$ cat src/rtl/fifo_wr_arbiter_if.sv
// Write-side bundle between the two requesters, the arbiter and the async FIFO write port.
// master drives requests and the FULL flag; slave is the arbiter.
interface fifo_wr_arbiter_if #(
    parameter int unsigned DataWidth = 8
);
    logic [DataWidth-1:0]   rf_rd_data;
    logic                   rf_rd_vld;
    logic                   rf_ack;
    logic [2*DataWidth-1:0] alu_out;
    logic                   alu_out_vld;
    logic                   alu_ack;
    logic                   fifo_full;
    logic                   w_inc;
    logic [DataWidth-1:0]   wr_data;
    logic                   busy;

    modport master (
        output rf_rd_data, rf_rd_vld, alu_out, alu_out_vld, fifo_full,
        input  rf_ack, alu_ack, w_inc, wr_data, busy
    );

    modport slave (
        input  rf_rd_data, rf_rd_vld, alu_out, alu_out_vld, fifo_full,
        output rf_ack, alu_ack, w_inc, wr_data, busy
    );
endinterface

$ cat src/rtl/fifo_wr_arbiter.sv
// Round-robin scheduler sharing the async FIFO write port between the RF and ALU paths.
// Define ALU_WIDE_RESULT_EN to write each ALU result as an atomic LSB-first byte pair.
module fifo_wr_arbiter #(
    parameter int unsigned DataWidth = 8
) (
    input logic            clk,
    input logic            rst_n,
    fifo_wr_arbiter_if.slave bus
);

`ifdef ALU_WIDE_RESULT_EN
    localparam int unsigned HoldWidth = 2 * DataWidth;
    typedef enum logic [1:0] {StIdle, StWrRf, StWrAluLo, StWrAluHi} state_e;
`else
    localparam int unsigned HoldWidth = DataWidth;
    typedef enum logic [1:0] {StIdle, StWrRf, StWrAluLo} state_e;
`endif

    state_e                 state_q, state_d;
    logic                   prio_alu_q, prio_alu_d;
    logic [DataWidth-1:0]   wr_data_q, wr_data_d;
    logic [HoldWidth-1:0]   hold_q, hold_d;
    logic                   rf_grant, alu_grant, w_inc;

    always_ff @(posedge clk or negedge rst_n) begin
        if (!rst_n) begin
            state_q    <= StIdle;
            prio_alu_q <= 1'b0;
            wr_data_q  <= '0;
            hold_q     <= '0;
        end else begin
            state_q    <= state_d;
            prio_alu_q <= prio_alu_d;
            wr_data_q  <= wr_data_d;
            hold_q     <= hold_d;
        end
    end

    always_comb begin
        state_d    = state_q;
        prio_alu_d = prio_alu_q;
        wr_data_d  = wr_data_q;
        hold_d     = hold_q;
        rf_grant   = 1'b0;
        alu_grant  = 1'b0;
        w_inc      = 1'b0;
        unique case (state_q)
            StIdle: begin
                // A lone requester wins; a tie (both or neither) follows the pointer.
                if (bus.rf_rd_vld != bus.alu_out_vld) begin
                    rf_grant  = bus.rf_rd_vld;
                    alu_grant = bus.alu_out_vld;
                end else begin
                    rf_grant  = ~prio_alu_q;
                    alu_grant = prio_alu_q;
                end
                if (rf_grant && bus.rf_rd_vld) begin
                    wr_data_d  = bus.rf_rd_data;
                    prio_alu_d = 1'b1;
                    state_d    = StWrRf;
                end else if (alu_grant && bus.alu_out_vld) begin
                    hold_d     = bus.alu_out[HoldWidth-1:0];
                    wr_data_d  = bus.alu_out[DataWidth-1:0];
                    prio_alu_d = 1'b0;
                    state_d    = StWrAluLo;
                end
            end
            StWrRf: begin
                w_inc = ~bus.fifo_full;
                if (w_inc) state_d = StIdle;
            end
            StWrAluLo: begin
                w_inc = ~bus.fifo_full;
                if (w_inc) begin
`ifdef ALU_WIDE_RESULT_EN
                    wr_data_d = hold_q[HoldWidth-1:DataWidth];
                    state_d   = StWrAluHi;
`else
                    wr_data_d = hold_q;
                    state_d   = StIdle;
`endif
                end
            end
`ifdef ALU_WIDE_RESULT_EN
            StWrAluHi: begin
                w_inc = ~bus.fifo_full;
                if (w_inc) state_d = StIdle;
            end
`endif
            default: state_d = StIdle;
        endcase
    end

    assign bus.rf_ack  = rf_grant;
    assign bus.alu_ack = alu_grant;
    assign bus.w_inc   = w_inc;
    assign bus.wr_data = wr_data_q;
    assign bus.busy    = (state_q != StIdle);

endmodule
$ cat src/flat_wrapper.sv
// flat-port wrapper written by rule: the top's interface ports become plain ports
module fifo_wr_arbiter_flat 
#(
    parameter int unsigned DataWidth = 8
)
  (clk, rst_n, bus_rf_rd_data, bus_rf_rd_vld, bus_alu_out, bus_alu_out_vld, bus_fifo_full, bus_rf_ack, bus_alu_ack, bus_w_inc, bus_wr_data, bus_busy);
  fifo_wr_arbiter_if #(.DataWidth(DataWidth)) bus_i ();
  input logic clk;
  input logic rst_n;
  input wire logic [$bits(bus_i.rf_rd_data)-1:0] bus_rf_rd_data;
  input wire logic [$bits(bus_i.rf_rd_vld)-1:0] bus_rf_rd_vld;
  input wire logic [$bits(bus_i.alu_out)-1:0] bus_alu_out;
  input wire logic [$bits(bus_i.alu_out_vld)-1:0] bus_alu_out_vld;
  input wire logic [$bits(bus_i.fifo_full)-1:0] bus_fifo_full;
  output wire logic [$bits(bus_i.rf_ack)-1:0] bus_rf_ack;
  output wire logic [$bits(bus_i.alu_ack)-1:0] bus_alu_ack;
  output wire logic [$bits(bus_i.w_inc)-1:0] bus_w_inc;
  output wire logic [$bits(bus_i.wr_data)-1:0] bus_wr_data;
  output wire logic [$bits(bus_i.busy)-1:0] bus_busy;
  assign bus_i.rf_rd_data = bus_rf_rd_data;
  assign bus_i.rf_rd_vld = bus_rf_rd_vld;
  assign bus_i.alu_out = bus_alu_out;
  assign bus_i.alu_out_vld = bus_alu_out_vld;
  assign bus_i.fifo_full = bus_fifo_full;
  assign bus_rf_ack = bus_i.rf_ack;
  assign bus_alu_ack = bus_i.alu_ack;
  assign bus_w_inc = bus_i.w_inc;
  assign bus_wr_data = bus_i.wr_data;
  assign bus_busy = bus_i.busy;
  fifo_wr_arbiter #(.DataWidth(DataWidth)) u_core (.clk(clk), .rst_n(rst_n), .bus(bus_i));
endmodule
$ cat config.mk
export PLATFORM = sky130hd
export DESIGN_NAME = fifo_wr_arbiter_flat
export DESIGN_NICKNAME = d
export VERILOG_FILES = /design/src/rtl/fifo_wr_arbiter_if.sv /design/src/rtl/fifo_wr_arbiter.sv /design/src/flat_wrapper.sv
export SDC_FILE = /design/constraint.sdc
export NUM_CORES = 1
export LEC_CHECK = 0
export CAP_MARGIN = 15
export CORE_UTILIZATION = 48
export CTS_BUF_LIST = sky130_fd_sc_hd__clkbuf_4
export DETAILED_ROUTE_END_ITERATION = 6
export HOLD_SLACK_MARGIN = 0.08
export PLACE_DENSITY = 0.93
export SKIP_LAST_GASP = 1
export SYNTH_ARGS = -nofsm -noshare
export SYNTH_HDL_FRONTEND = slang
export SYNTH_SLANG_ARGS = --single-unit
$ cat constraint.sdc
create_clock -name clk -period 4.7 [get_ports clk]
set_input_delay 0.47 -clock clk [delete_from_list [all_inputs] [get_ports clk]]
set_output_delay 0.47 -clock clk [all_outputs]
set_load 0.005 [all_outputs]
==> impl_results.md <==
- Share of post-route cells with drive strength above 1: 15.9%
- Most used DFF post-synth: dfrtp_1
- Antenna-violating nets left: 0
- Core area: 2040 µm²
- Final net count: 165
- Min Tclk post-route: 3000 ps
- Die Area: 2440 µm²
- CP Launch Type: input port
- Worst-path maximum fanout: 15
- Global-route wire length before repair: 4560 µm
- Synth Area in XOR/XNOR: 0%
- Area of the multi-input gates: 563 µm²
- Largest net degree at the start of global routing: 20
- CTS sink cnt: 19
- Pwr dens: 620 nW/µm²
- All-Layer GR Usage: 24.3%
- Fraction of registers with async set/reset: 100%
- CTS Hold Buffers Added: 0
- Critical-path cell list: clkdlybuf4s50_1 -> inv_2 -> ha_1 -> nand2b_4 -> and3_2 -> clkdlybuf4s50_1
- Final slew viol count: 0
- Port Buffers: 32
- Leakage power: 0.000594 µW
- Post-synth EDFFs: 0
- Crit path kind: in2out
- Largest family of logic cells by synthesized area: compound AO/OA/AOI/OAI gates
- Cell repeated most along the worst path: clkdlybuf4s50_1
- Clk root buf: clkbuf_4
- Final Setup Violations: 0
- Mapped Nets: 132
- Mapped Cells: 100
- Inserted Diodes: 0
- DRT Pass-1 Iters: 4
- Synth-to-Final Area Change: 33.8%
- DRT iter0 DRCs: 22
- Clock buffer count from CTS: 3
- Vias in the first global route: 1045
- Number of max-cap violations: 0
- Cell Rows: 16
- Mux cell area share after synthesis: 8.36%
- Simple-Gate Fraction of Synth Area: 18.7%
- Residual DRC count: 0
- Syn Area/Cell: 10.8 µm²
- Setup TNS: 0 ps
- Grt total ovfl: 0
- Number of synthesized register bits: 19
- Slowest CP cell: clkdlybuf4s50_1
- Synth Area in Adders: 3.48%
- Clock Tree Buf Depth: 2
- Total power: 894 µW
- Worst-path clk slew: 110 ps
- Outcome: finished, final reports clean
- Data required, critical path: 4230 ps
- Die Y: 49.4 µm
- Period utilization: 63.8%
- Post-CTS Setup Bufs: 0
- Initial antenna violation count: 0
- Slowest stage delay, CP: 690 ps
- Drt total wl: 2640 µm
- Placer Congestion: 0.727
- Slew @ Worst Pin: 871 ps
- Number of I/O pins: 41
- Clock Skew: 8.54 ps
- Filler instances: 167
- Compound-Gate Fraction of Synth Area: 21.7%
- Sequential area share after synthesis: 44.1%
- VDD IR max: 399 µV
- Hold Fails Final Rpt: 0
- H-tree Lvls: 1
- Die W: 49.4 µm
- CP arrival: 2530 ps
- Most common cell after layout, fill and taps aside: clkdlybuf4s50_1
- Slew HR: 41.8%
- Post-DP HPWL: 1850 µm
- Wirelength per Cell: 16.6 µm
- Unrepaired setup endpoints after global routing: no
- Resized Gates After CTS: 0
- Initial Util: 52.8%
- Routed via count: 956
- Sequential cell area: 475 µm²
- Synthesized cell area: 1080 µm²
- Commonest cells after routing, fill and taps aside: 32 x clkdlybuf4s50_1, 19 x dfrtp_1
- Clock latency on the worst-skew pair: 310 ps
- Post-synthesis cell type count: 30
- FMAX: 334 MHz
- Synth Warn #: 0
- Crit. End Element: output pin
- HP Class: reg2reg
- CTS tree: built
- Via density: 6.01
==> power by group <==
group | total (µW) | internal, µW | switching, µW | leakage, µW
registers | 292 | 247 | 45.1 | 0.000232
logic | 509 | 265 | 244 | 0.000344
clock network | 93.2 | 38.9 | 54.2 | 0.0000184
==> registers in the layout, summed over array words and instances (netlist names) <==
| signal | count |
|---|---|
| u_core.bus.wr_data | 8 |
| u_core.hold_q | 8 |
| u_core.prio_alu_q | 1 |
| u_core.state_q | 2 |
==> layout make-up <==
class	count	share of cell area (%)
Clock buffer	4	2.08
Multi-Input combinational cell	72	39.1
Inverter	5	1.30
Timing Repair Buffer	32	22.2
Sequential cell	19	33.0
Tap cell	27	2.34
==> critical path: cells and delay by family <==
| family | cells | cell delay (ps) |
|---|---|---|
| AND/OR/NAND/NOR | 2 | 450 |
| buffers and inverters | 3 | 1270 |
| adder cells (fa/ha/maj) | 1 | 340 |
==> cell usage after synthesis, drive strengths merged, types with 2 or more instances <==
cell / instances / area, µm²
a211oi: 9 / 80.1
a21boi: 3 / 22.5
and3: 6 / 38.8
clkbuf: 3 / 12.5
dfrtp: 19 / 475
ha: 3 / 37.5
inv: 5 / 18.8
mux2: 8 / 90.1
nand2: 6 / 30.0
nand2b: 9 / 63.8
nand3: 9 / 50.1
o21ai: 2 / 10.0
o2bb2ai: 8 / 70.1
==> logic make-up (layout without fill, tap and decap cells) <==
kind of cell               after synthesis  after routing
AOI/OAI and AO/OA                       28             28
adders and majority gates                3              3
buffers and inverters                    9             41
DFF                                     19             19
muxes                                    8              8
and+or+nand+nor                         33             33
==> metal layers <==
metal	part of all wire (%)	vias to the layer above	GRT usage [%]	wire [µm]
met5	0	-	0	0
met4	1.7	0	8.10	44
met3	4.4	7	3.12	117
met2	49	41	44.5	1300
met1	44	472	29.0	1170
li1	-	436	-	-
==> metrics by stage <==
| step | hold slack [ps] | utilization, % | cells | setup WS [ps] | instance area [µm²] |
|---|---|---|---|---|---|
| 6_report | 506 | 70.6 | 159 | 1700 | 1440 |
| 5_1_grt | 525 | 70.6 | 159 | 1590 | 1440 |
| 2_1_floorplan | 174 | - | 100 | 2810 | 1080 |
| 3_3_place_gp | 477 | 69.1 | 155 | 1750 | 1410 |
| 3_5_place_dp | 481 | 69.1 | 155 | 1700 | 1410 |
| 4_1_cts | 506 | 70.6 | 159 | 1710 | 1440 |
==> path summary, 6_finish.rpt <==
kind / from / to / slack, ps / depth (start not counted)
max: bus_rf_rd_vld / bus_rf_ack / 1700 / 6
min: u_core.state_q[0]$_DFFE_PN0P_ / u_core.state_q[0]$_DFFE_PN0P_ / 510 / 1
max reg2reg: u_core.state_q[0]$_DFFE_PN0P_ / u_core.bus.wr_data[2]$_DFFE_PN0P_ / 2510 / 6
min reg2reg: u_core.state_q[0]$_DFFE_PN0P_ / u_core.state_q[0]$_DFFE_PN0P_ / 510 / 1
max in group asynchronous: rst_n / u_core.hold_q[7]$_DFFE_PN0P_ / 3520 / 1
min in group asynchronous: rst_n / u_core.hold_q[3]$_DFFE_PN0P_ / 640 / 1
Note: power is estimated with default switching activity, not from simulation.
